## config.mk

```make
export PLATFORM = sky130hd
export DESIGN_NAME = div_seq
export DESIGN_NICKNAME = d
export VERILOG_FILES = /design/src/rtl/div_seq_pkg.sv /design/src/rtl/div_seq_step.sv /design/src/rtl/div_seq.sv
export SDC_FILE = /design/constraint.sdc
export NUM_CORES = 1
export LEC_CHECK = 0
export CORE_MARGIN = 2
export CORE_UTILIZATION = 25
export DETAILED_ROUTE_END_ITERATION = 8
export PLACE_DENSITY = 0.47
export SLEW_MARGIN = 20
export SYNTH_ARGS = -nofsm -noshare
export SYNTH_HDL_FRONTEND = slang
export SYNTH_SLANG_ARGS = --single-unit
```

## constraint.sdc

```tcl
create_clock -name clk -period 6.81 [get_ports clk]
set_input_delay 2.043 -clock clk [delete_from_list [all_inputs] [get_ports clk]]
set_output_delay 2.043 -clock clk [all_outputs]
set_load 0.005 [all_outputs]
```

## src/rtl/div_seq_pkg.sv

```systemverilog
// Shared types and constants for the sequential radix-2 divider.
//   div_state_t      : sequencer states (free, by-zero, running, result held)
//   double_reg_bus_t : {hi, lo} register pair written back by EX
//   DIV_RESULT_*     : levels driven on ready_o
//   DIV_START/STOP   : levels sampled on start_i
package div_seq_pkg;

    typedef enum logic [1:0] {
        DIV_FREE    = 2'b00,
        DIV_BY_ZERO = 2'b01,
        DIV_ON      = 2'b10,
        DIV_END     = 2'b11
    } div_state_t;

    typedef logic [63:0] double_reg_bus_t;

    localparam logic DIV_RESULT_READY     = 1'b1;
    localparam logic DIV_RESULT_NOT_READY = 1'b0;
    localparam logic DIV_START            = 1'b1;
    localparam logic DIV_STOP             = 1'b0;

endpackage

```

## src/rtl/div_seq_step.sv

```systemverilog
// One restoring-division iteration (purely combinational).
//   rem_i     : current partial remainder (always < divisor_i)
//   divisor_i : divisor magnitude
//   bit_i     : next dividend bit shifted into the remainder
//   rem_o     : partial remainder after the trial subtraction
//   q_bit_o   : quotient bit produced by this iteration
module div_seq_step #(
    parameter int WIDTH = 32
) (
    input  logic [WIDTH-1:0] rem_i,
    input  logic [WIDTH-1:0] divisor_i,
    input  logic             bit_i,
    output logic [WIDTH-1:0] rem_o,
    output logic             q_bit_o
);

    // The shifted remainder can need WIDTH+1 bits, so the trial
    // subtraction is done one bit wider; its MSB is the borrow.
    logic [WIDTH:0] shifted;
    logic [WIDTH:0] diff;

    always_comb begin
        shifted = {rem_i, bit_i};
        diff    = shifted - {1'b0, divisor_i};
        if (!diff[WIDTH]) begin
            q_bit_o = 1'b1;
            rem_o   = diff[WIDTH-1:0];
        end else begin
            q_bit_o = 1'b0;
            rem_o   = shifted[WIDTH-1:0];
        end
    end

endmodule

```

## src/rtl/div_seq.sv

```systemverilog
// Multi-cycle radix-2 restoring divider for DIV/DIVU in the EX stage.
// One quotient bit per clock; signed operands are divided as magnitudes
// and the signs are fixed up when the last bit is produced.
//   clk, rst      : clock (rising edge), synchronous active-high reset
//   signed_div_i  : 1 = DIV (signed), 0 = DIVU
//   opdata1_i     : dividend, sampled only when an op is accepted
//   opdata2_i     : divisor, sampled only when an op is accepted
//   start_i       : request level, held by EX until the result is consumed
//   annul_i       : flush; abandons the in-flight op
//   result_o      : {remainder, quotient}, valid while ready_o = 1
//   ready_o       : result valid
//   div_zero_o    : completed op had a zero divisor
module div_seq
    import div_seq_pkg::*;
#(
    parameter int WIDTH = 32,
    parameter int CNT_W = 6
) (
    input  logic               clk,
    input  logic               rst,
    input  logic               signed_div_i,
    input  logic [WIDTH-1:0]   opdata1_i,
    input  logic [WIDTH-1:0]   opdata2_i,
    input  logic               start_i,
    input  logic               annul_i,
    output logic [2*WIDTH-1:0] result_o,
    output logic               ready_o,
    output logic               div_zero_o
);

    div_state_t       state;
    logic [CNT_W-1:0] cnt;
    logic [WIDTH-1:0] dvd;       // dividend bits still to consume, quotient fills from LSB
    logic [WIDTH-1:0] dvs;       // divisor magnitude
    logic [WIDTH-1:0] rem;       // partial remainder
    logic             sign1;
    logic             sign2;
    logic             signed_op;

    logic [WIDTH-1:0] rem_next;
    logic             q_bit;
    logic [WIDTH-1:0] quot_final;

    // abs(most negative) wraps back to itself, which read unsigned is
    // exactly the magnitude we need.
    function automatic logic [WIDTH-1:0] mag_of(input logic signed [WIDTH-1:0] x);
        logic signed [WIDTH-1:0] neg;
        neg = -x;
        return (x < 0) ? $unsigned(neg) : $unsigned(x);
    endfunction

    function automatic logic [WIDTH-1:0] negate(input logic [WIDTH-1:0] x);
        return ~x + 1'b1;
    endfunction

    div_seq_step #(.WIDTH(WIDTH)) u_step (
        .rem_i     (rem),
        .divisor_i (dvs),
        .bit_i     (dvd[WIDTH-1]),
        .rem_o     (rem_next),
        .q_bit_o   (q_bit)
    );

    assign quot_final = {dvd[WIDTH-2:0], q_bit};

    always_ff @(posedge clk) begin
        if (rst) begin
            state      <= DIV_FREE;
            cnt        <= '0;
            result_o   <= '0;
            ready_o    <= DIV_RESULT_NOT_READY;
            div_zero_o <= 1'b0;
        end else begin
            case (state)
                DIV_FREE: begin
                    ready_o <= DIV_RESULT_NOT_READY;
                    if (start_i == DIV_START && !annul_i) begin
                        if (opdata2_i == '0) begin
                            state <= DIV_BY_ZERO;
                        end else begin
                            state     <= DIV_ON;
                            dvd       <= signed_div_i ? mag_of(opdata1_i) : opdata1_i;
                            dvs       <= signed_div_i ? mag_of(opdata2_i) : opdata2_i;
                            sign1     <= opdata1_i[WIDTH-1];
                            sign2     <= opdata2_i[WIDTH-1];
                            signed_op <= signed_div_i;
                            rem       <= '0;
                            cnt       <= '0;
                        end
                    end
                end
                DIV_BY_ZERO: begin
                    state      <= DIV_END;
                    result_o   <= '0;
                    div_zero_o <= 1'b1;
                    ready_o    <= DIV_RESULT_READY;
                end
                DIV_ON: begin
                    // Annul or a dropped request wins over the final iteration.
                    if (annul_i || start_i == DIV_STOP) begin
                        state   <= DIV_FREE;
                        ready_o <= DIV_RESULT_NOT_READY;
                    end else begin
                        rem <= rem_next;
                        dvd <= quot_final;
                        cnt <= cnt + 1'b1;
                        if (cnt == CNT_W'(WIDTH-1)) begin
                            state <= DIV_END;
                            result_o[WIDTH-1:0] <= (signed_op && (sign1 != sign2))
                                                   ? negate(quot_final) : quot_final;
                            result_o[2*WIDTH-1:WIDTH] <= (signed_op && sign1)
                                                   ? negate(rem_next) : rem_next;
                            ready_o    <= DIV_RESULT_READY;
                            div_zero_o <= 1'b0;
                        end
                    end
                end
                DIV_END: begin
                    if (annul_i || start_i == DIV_STOP) begin
                        state      <= DIV_FREE;
                        result_o   <= '0;
                        ready_o    <= DIV_RESULT_NOT_READY;
                        div_zero_o <= 1'b0;
                    end
                end
                default: state <= DIV_FREE;
            endcase
        end
    end

endmodule

```

==> out/metrics.cfg, run 1 <==
[run_status]
status=finished, final reports clean

[layout]
drive_gt1_share_pct=5.123
seq_area_um2=4454
synthToLayoutAreaGrowth_pct=22.23
fin_util_pct=30.91
final_cells=2064
n_fill_cell=4865
num-nets-final=1562
diodes=0
multi_input_area_um2=6575
stdcell_area_um2=14030

[run]
cap_violations=0

[worst_setup_path]
setup.worst_path.end_class=flop
crit_fanout=37
max_stage_delay_ps=850
required_ps=6950
crit_path_cell_trace=clkdlybuf4s50_1, inv_1, ha_1, nand3b_1, nand2b_1, or2_2, nor4_1, buf_4, and2_1, a31oi_1, nor2b_4, buf_12
cpMaxStageDelayCell=nor2b_4
worst-path-stages=12
worstRegToRegCells=15
crit_type=in -> reg
worstSetupStartpointType=input pin
worstPathArrival_ps=5580
crit_family=simple AND/OR/NAND/NOR gates
worstPathBufferInverterCount=4

[timing]
maxSlewViolCount=0
fin_crit_ps=5439
rsz0062_at_grt=no
fmax_mhz=183.9
setup_violations=0
hold_violations=0
tns_ps=0
fin_crit_sh_pct=79.87
slew_headroom_pct=34.00
worst_hold_slack_ps=447.5
worstMarginPinSlew_ps=987.6
fin_skew_ps=18.27

[clock_tree]
cts_tree=built
post-cts-setup-buffers=0
cts.path.max_buffers=2
cts_hold_buf=0
cts_root_buf=clkbuf_16
cts_made_buffers=17
clock_latency_ps=460
clk_pin_slew_worst_paths_ps=70
cts_sinks=173
htree_levels=4
cts_resized=0

[logic_synthesis]
netlist_area_um2=11480
ys_types=79
yosysTopAreaCellShare_pct=25.90
yosys_warnings=0
synth_ff_type=edfxtp_1
synthCells=1345
synthArstFlopShare_pct=0
ys_seq_area_share_pct=38.81
ys_seq_elements=173
postSynthAreaPerCell_um2=8.532
synth_area_leaders=edfxtp_1, dfxtp_1, xor2_1
synth_top_area_cell=edfxtp_1
synth_edf_count=99
synthesis.nets=1456

[global_route]
antenna_found_initial=0
grt_max_degree=47
grt_usage_pct=15.52
grt_pass1_vias=10050
grt_pass1_wl_mm=57.24
grt-ovfl-total=0

[worst_hold_path]
min_delay_path_depth=2
hold_path_class=reg -> reg

[detailed_routing]
drcViolationCount=0
drt-initial-drc-count=665
num_vias=10160
viasPerCell=4.922
wl_per_cell_um=17.69
wl_mm=36.52
dr.pass1.iters=5
drt.antenna.violating_nets=0

[floorplanning]
fp.dieW_um=218.3
start_util_pct=25.29
die_h_um=218.3
die_area_um2=47630
pin_count=135
core_um2=45380
rows=78

[placement]
dp_cells=2031
placed_area_um2=13430
dp_hpwl_mm=27.26
numPortBuffers=134
place_congestion=0.8425

[power]
power.leakage_uw=0.004974
ir_worst_vdd_mv=0.1296
powerDensity_nw_per_um2=183.8

per-layer routing:
| metal | vias to the layer above | part of all wire (%) | track usage (%) |
|---|---|---|---|
| met1 | 4871 | 47 | 20.57 |
| met2 | 189 | 48 | 26.06 |
| met4 | 0 | 1.8 | 4.490 |
| met3 | 30 | 3.5 | 2.338 |
| li1 | 5069 | - | - |
| met5 | - | 0 | 0 |
metrics by stage:
stage               setup slack, ps  power, µW
finish                         1371       2579
global route                   1082       2696
global placement              934.4       1613
floorplan                      1102       1458
detailed placement            852.2       1615
CTS                            1344       2610
logic make-up after synthesis:
| kind of cell | after synthesis | share of synthesized area [%] |
|---|---|---|
| compound gates | 373 | 20.26 |
| xor+xnor | 142 | 10.84 |
| fa+ha+maj | 42 | 4.645 |
| buf+inv | 115 | 4.067 |
| flops | 173 | 38.81 |
| mux | 21 | 1.875 |
| simple gates | 479 | 19.51 |
flip-flops by register name (all words and copies together) (netlist names), 2 cells and up:
signal,count
cnt,6
dvd,32
rem,32
state,2
result_o,64
dvs,32
power breakdown:
group | internal, µW | total (µW) | switching, µW
Clock | 517 | 987 | 470
Sequential | 1140 | 1150 | 18.6
Combinational | 173 | 438 | 264
Total | 1830 | 2580 | 753
cell usage in the layout, fill, tap and decap left out, types with 8 or more instances in the layout:
cell type	Yosys	routed
mux2i_1	17	17
nor2_1	136	134
o41ai_1	8	8
and3_1	10	10
a21o_1	15	15
or4_1	13	13
nor3_1	36	36
clkdlybuf4s50_1	0	133
buf_4	0	12
a21oi_1	100	100
a31oi_1	19	19
nor4_1	17	17
xnor2_1	69	69
nand3_1	30	30
inv_1	53	53
clkbuf_16	0	18
ha_1	41	40
nand2_1	159	159
and2_1	20	20
o31ai_1	20	20
a22oi_1	19	19
nand2b_1	8	8
o21ai_0	117	117
xor2_1	73	73
edfxtp_1	99	99
or3_1	16	16
dfxtp_1	74	74
final cells by class:
class	instances	area share, %
flip-flops and latches	173	31.75
well taps	600	5.352
multi-input cells	1057	46.87
clock buffers	20	3.407
inverters	54	1.445
clock inverters	12	0.7136
repair buffers	148	10.45
worst register-to-register path: cells and delay by family, from the launching register on:
| kind | cells | cell delay [ps] |
|---|---|---|
| and+or+nand+nor | 3 | 710 |
| DFF | 1 | 490 |
| adders and majority gates | 2 | 790 |
| muxes | 1 | 180 |
| AOI/OAI and AO/OA | 7 | 1820 |
| xor gates and xnor gates | 1 | 230 |
| buffers and inverters | 1 | 260 |
worst paths after layout:
kind	to	slack, ps	startpoint
max	rem[18]$_SDFFCE_PN0P_	1370	opdata2_i[0]
min	result_o[60]$_SDFFE_PP0P_	450	result_o[60]$_SDFFE_PP0P_
max reg2reg	result_o[60]$_SDFFE_PP0P_	2180	rem[8]$_SDFFCE_PN0P_
min reg2reg	result_o[60]$_SDFFE_PP0P_	450	result_o[60]$_SDFFE_PP0P_
synth_stat cells (10+ instances only):
| cell type | count |
|---|---|
| xor2_1 | 73 |
| a21oi_1 | 100 |
| and2_1 | 20 |
| a22oi_1 | 19 |
| o21ai_0 | 117 |
| ha_1 | 41 |
| o31ai_1 | 20 |
| edfxtp_1 | 99 |
| dfxtp_1 | 74 |
| clkbuf_1 | 44 |
| buf_2 | 10 |
| nor2_1 | 136 |
| a21o_1 | 15 |
| or3_1 | 16 |
| nand3_1 | 30 |
| mux2i_1 | 17 |
| nor4_1 | 17 |
| nor3_1 | 36 |
| nand2_1 | 159 |
| inv_1 | 53 |
| and3_1 | 10 |
| or4_1 | 13 |
| a31oi_1 | 19 |
| xnor2_1 | 69 |
(Power assumes the default switching activity.)
==> inputs of run 2 (changes only) <==
Settings changed: PLACE_DENSITY 0.47 to 0.46.
Clock period 6.81 ns to 5.6 ns, I/O delays scaled along.
==> run 2 against run 1 <==
  * Clock power rose by 29%
  * Sequential power rose by 22%
  * Total power rose by 24%
  * Critical path depth did not move
  * Utilization rose by 0.15 points
  * Cell count rose by 0.15%
  * Clock-buffer cell count rose by 2
  * Non-clock buffer count rose by 3
==> out/metrics.cfg, run 2 (synthesis results as in run 1) <==
[timing]
tns_ps=0  ; unchanged
fmax_mhz=210.8
fin_crit_ps=4745
setup_violations=0  ; unchanged
rsz0062_at_grt=no
slew_headroom_pct=29.84  ; -4.2 points
fin_skew_ps=16.02  ; -2.250 ps
hold_violations=0  ; unchanged
maxSlewViolCount=0  ; unchanged
fin_crit_sh_pct=84.73
worstMarginPinSlew_ps=1050  ; +62.25 ps

[clock_tree]
cts_made_buffers=17  ; unchanged
cts_hold_buf=0  ; unchanged
htree_levels=4  ; unchanged
cts_tree=built
cts_resized=0  ; unchanged
post-cts-setup-buffers=0  ; unchanged
clk_pin_slew_worst_paths_ps=70  ; about the same
cts.path.max_buffers=2  ; unchanged
cts_sinks=173  ; unchanged
clock_latency_ps=460  ; about the same
cts_root_buf=clkbuf_16

[global_route]
grt_pass1_wl_mm=56.71  ; -0.92%
grt_usage_pct=15.40  ; -0.12 points
grt_pass1_vias=9965  ; -0.82%
grt-ovfl-total=0  ; unchanged
grt_max_degree=72  ; +53%
antenna_found_initial=0  ; unchanged

[worst_hold_path]
hold_path_class=reg -> reg
holdPathEnd=result_o[60]$_SDFFE_PP0P_
worstHoldStart=result_o[60]$_SDFFE_PP0P_
min_delay_path_depth=2  ; unchanged

[floorplanning]
start_util_pct=25.29  ; unchanged
die_h_um=218.3  ; unchanged
fp.dieW_um=218.3  ; unchanged
die_area_um2=47630  ; unchanged
rows=78  ; unchanged
pin_count=135  ; unchanged
core_um2=45380  ; unchanged

[power]
total_power_uw=3203  ; +24%
powerDensity_nw_per_um2=227.2  ; +24%
ir_worst_vdd_mv=0.1577  ; +22%
power.leakage_uw=0.005007  ; +0.66%

[detailed_routing]
num_vias=10170  ; +0.069%
drt.antenna.violating_nets=0  ; unchanged
dr.pass1.iters=6  ; +1
wl_per_cell_um=17.58  ; -0.67%
drcViolationCount=0  ; unchanged
wl_mm=36.33  ; -0.53%
drt-initial-drc-count=728  ; +9.5%
viasPerCell=4.918  ; about the same

[layout]
drive_gt1_share_pct=5.317  ; +0.19 points
synthToLayoutAreaGrowth_pct=22.83
final_cell_mix=nand2_1, nor2_1, clkdlybuf4s50_1
diodes=0  ; unchanged
largest_reg_flops=64  ; unchanged
layout_commonest_cell=nand2_1
n_fill_cell=4788  ; -1.6%
fin_util_pct=31.06  ; +0.15 points
num-nets-final=1565  ; +0.19%
largest_register=result_o

[worst_setup_path]
r2r_end=result_o[60]$_SDFFE_PP0P_
crit_fanout=5  ; -86%
required_ps=5790  ; -1160 ps
r2r_slack_ps=1040  ; -1140 ps
regToRegStartpoint=rem[8]$_SDFFCE_PN0P_
worstRegToRegCells=15  ; unchanged
worstSetupStartpointType=input pin
worstPathArrival_ps=4930  ; -650 ps
setup.worst_path.end_class=flop
crit_type=in -> reg

[run]
cap_violations=0  ; unchanged

[placement]
place_congestion=0.8373  ; -0.62%
dp_hpwl_mm=27.40  ; +0.53%
numPortBuffers=134  ; unchanged

[run_status]
status=finished, final reports clean

## run 2: worst max path at each step
| stage | startpoint | to | cells after the start |
|---|---|---|---|
| final | opdata1_i[2] | dvd[28]$_DFFE_PP_ | 12 |
| after global routing | rem[8]$_SDFFCE_PN0P_ | result_o[60]$_SDFFE_PP0P_ | 14 |
| after CTS | opdata1_i[2] | dvd[28]$_DFFE_PP_ | 12 |
| after detailed placement | opdata1_i[2] | dvd[28]$_DFFE_PP_ | 12 |
| after global placement | opdata1_i[2] | dvd[28]$_DFFE_PP_ | 12 |
| after floorplan | opdata2_i[0] | dvd[0]$_DFFE_PP_ | 10 |
## run 2: metrics by stage
stage	std cells	hold WS (ps)	worst slack [ps]	cell area [µm²]
floorplan	1345	444.2	255.4	11480
global placement	2034	444.0	445.6	13460
finish	2067	447.1	855.2	14100
detailed placement	2034	444.4	433.3	13460
global route	2067	468.9	627.9	14100
CTS	2066	453.6	918.9	14080
## run 2: critical path, stage by stage
cell and delay, ps:
clkdlybuf4s50_1 520, nor4_1 380, nand2b_1 150, nor2_1 160, nand2_1 130, or3_1 440, nor3_1 350, nand2_1 150
or4_1 470, o31ai_1 250, xor2_1 160, o21ai_0 80
## run 2: layout make-up
cell class	instances	area [µm²]	share of cell area [%]
clock buffers	22	495.5	3.515
clock inverters	10	116.4	0.8255
inverters	54	202.7	1.438
multi-input cells	1057	6575	46.64
flip-flops and latches	173	4454	31.60
well taps	600	750.7	5.326
repair buffers	151	1501	10.65
## run 2: per-layer routing
layer	up-vias	GRT usage, %	wire (µm)
met4	0	4.830	768
met2	220	25.54	17180
met1	4827	20.26	16910
met5	-	0	0
met3	40	2.742	1464
li1	5079	-	-
## run 2: where the power goes
| group | internal, µW | total (µW) | switching, µW |
|---|---|---|---|
| clock network | 691 | 1270 | 575 |
| registers | 1380 | 1400 | 22.8 |
| logic | 212 | 533 | 320 |
==> inputs of run 3 (changes only) <==
Clock period 5.6 ns to 4.8 ns, I/O delays scaled along.
==> run 3 against run 2 <==
  * Hold slack better by 4.8 ps
  * Register-to-register slack worse by 670 ps
  * Clock-buffer cell count down 1
  * Total power up 15%
  * Combinational power up 20%
  * First-iteration DRC count down 20%
  * Clock skew about the same
  * Sequential power up 17%
  * Worst setup slack worse by 480 ps
  * Via count up 0.95%
  * Utilization up 0.29 points
  * Critical path type is now reg -> reg
==> out/metrics.cfg, run 3 (synthesis results as in run 1) <==
[layout]
layout_commonest_cell=nand2_1
diodes=0  ; unchanged
drive_gt1_share_pct=6.536  ; +1.2 points
largest_reg_flops=64  ; unchanged
num-nets-final=1582  ; +1.1%
n_fill_cell=4775  ; -0.27%
stdcell_area_um2=14230  ; +0.93%
synthToLayoutAreaGrowth_pct=23.98
largest_register=result_o
final_cell_mix=nand2_1, nor2_1, clkdlybuf4s50_1
fin_util_pct=31.35  ; +0.29 points

[detailed_routing]
viasPerCell=4.925  ; +0.13%
drt.antenna.violating_nets=0  ; unchanged
dr.pass1.iters=6  ; unchanged
drt-initial-drc-count=584  ; -20%
num_vias=10260  ; +0.95%
wl_mm=36.58  ; +0.70%
wl_per_cell_um=17.55  ; -0.12%
drcViolationCount=0  ; unchanged

[floorplanning]
rows=78  ; unchanged
die_area_um2=47630  ; unchanged
die_h_um=218.3  ; unchanged
core_um2=45380  ; unchanged
pin_count=135  ; unchanged
start_util_pct=25.29  ; unchanged
fp.dieW_um=218.3  ; unchanged

[timing]
slew_headroom_pct=30.61  ; +0.77 points
maxSlewViolCount=0  ; unchanged
fin_skew_ps=15.80  ; -0.2239 ps
fin_crit_ps=4428
rsz0062_at_grt=no
setup_violations=0  ; unchanged
tns_ps=0  ; unchanged
fin_crit_sh_pct=92.24
hold_violations=0  ; unchanged
worst_hold_slack_ps=451.9  ; +4.846 ps
worstMarginPinSlew_ps=1038  ; -11.52 ps
fmax_mhz=225.9

[clock_tree]
clock_latency_ps=470  ; about the same
cts_hold_buf=0  ; unchanged
htree_levels=4  ; unchanged
cts.path.max_buffers=2  ; unchanged
clk_pin_slew_worst_paths_ps=70  ; about the same
cts_made_buffers=17  ; unchanged
cts_tree=built
cts_sinks=173  ; unchanged
cts_root_buf=clkbuf_16
post-cts-setup-buffers=0  ; unchanged

[worst_setup_path]
worstPathArrival_ps=4770  ; -160 ps
required_ps=5150  ; -640 ps
setup.worst_path.end_class=flop
worstRegToRegCells=15  ; unchanged
r2r_slack_ps=370  ; -670 ps
startpoint=rem[22]$_SDFFCE_PN0P_
r2r_end=result_o[48]$_SDFFE_PP0P_
crit_fanout=10  ; +5
worstSetupStartpointType=flop
regToRegStartpoint=rem[22]$_SDFFCE_PN0P_
cp-endpoint=result_o[48]$_SDFFE_PP0P_
crit_type=reg -> reg

[run_status]
status=finished, final reports clean

[placement]
place_congestion=0.8601  ; +2.7%
dp_hpwl_mm=27.74  ; +1.2%
placed_area_um2=13620  ; +1.1%
numPortBuffers=134  ; unchanged

[run]
cap_violations=0  ; unchanged

[global_route]
grt_max_degree=87  ; +21%
antenna_found_initial=1  ; +1
grt_pass1_vias=10140  ; +1.7%
grt-ovfl-total=0  ; unchanged
grt_pass1_wl_mm=57.44  ; +1.3%
grt_usage_pct=15.60  ; +0.20 points

[worst_hold_path]
worstHoldStart=result_o[53]$_SDFFE_PP0P_
hold_path_class=reg -> reg

[power]
powerDensity_nw_per_um2=258.1  ; +14%
ir_worst_vdd_mv=0.1895  ; +20%
power.leakage_uw=0.005080  ; +1.5%
total_power_uw=3672  ; +15%

-- run 3: worst min path at each step --
| stage | to | cells after the start |
|---|---|---|
| finish | result_o[53]$_SDFFE_PP0P_ | 2 |
| detailed placement | result_o[54]$_SDFFE_PP0P_ | 2 |
| floorplan | result_o[60]$_SDFFE_PP0P_ | 2 |
| global route | result_o[47]$_SDFFE_PP0P_ | 2 |
| global placement | result_o[53]$_SDFFE_PP0P_ | 2 |
| CTS | result_o[61]$_SDFFE_PP0P_ | 2 |
-- run 3: report_power, final --
| part | internal (µW) | total [µW] | leakage (µW) | switching (µW) |
|---|---|---|---|---|
| combinational | 258 | 639 | 0.00328 | 381 |
| sequential | 1610 | 1640 | 0.00151 | 27.2 |
| clock | 735 | 1390 | 0.000283 | 659 |
| total | 2600 | 3670 | 0.00508 | 1070 |
-- run 3: area by class of cell --
cell class	instances	area, µm²	area share, %
Clock inverter	11	95.09	0.6684
Clock buffer	21	481.7	3.386
Inverter	54	202.7	1.425
Tap cell	600	750.7	5.277
Timing Repair Buffer	168	1654	11.63
Multi-Input combinational cell	1057	6589	46.31
Sequential cell	173	4454	31.31
-- run 3: timing repair --
action | 4_1_cts | 5_1_grt
endpoints found under the setup margin | 0 | 6
gates resized for setup | 0 | 3
hold endpoints to repair | 0 | 0
-- run 3: metrics by stage --
step	cells	setup WS (ps)
2_1_floorplan	1345	255.6
3_3_place_gp	2051	16.04
3_5_place_dp	2051	34.23
4_1_cts	2083	303.2
5_1_grt	2084	30.77
6_report	2084	372.3
-- run 3: metal layers --
| layer | part of all wire [%] | track usage (%) | up-vias | wire (µm) |
|---|---|---|---|---|
| li1 | - | - | 5113 | - |
| met3 | 4.6 | 3.257 | 39 | 1665 |
| met5 | 0.036 | 0 | - | 13 |
| met4 | 2.2 | 4.989 | 2 | 812 |
| met2 | 47 | 25.22 | 253 | 17050 |
| met1 | 47 | 20.72 | 4856 | 17040 |
-- run 3: worst max-delay path, stage by stage (launching register included) --
cell	delay, ps
edfxtp_1	480
ha_1	390
a21oi_1	310
o21ai_0	260
a211oi_1	390
o21ai_0	150
o211a_1	300
inv_2	230
mux2i_1	160
ha_1	260
and3_1	150
a41oi_1	440
inv_1	260
a21oi_1	230
xor2_1	210
o21ai_0	90
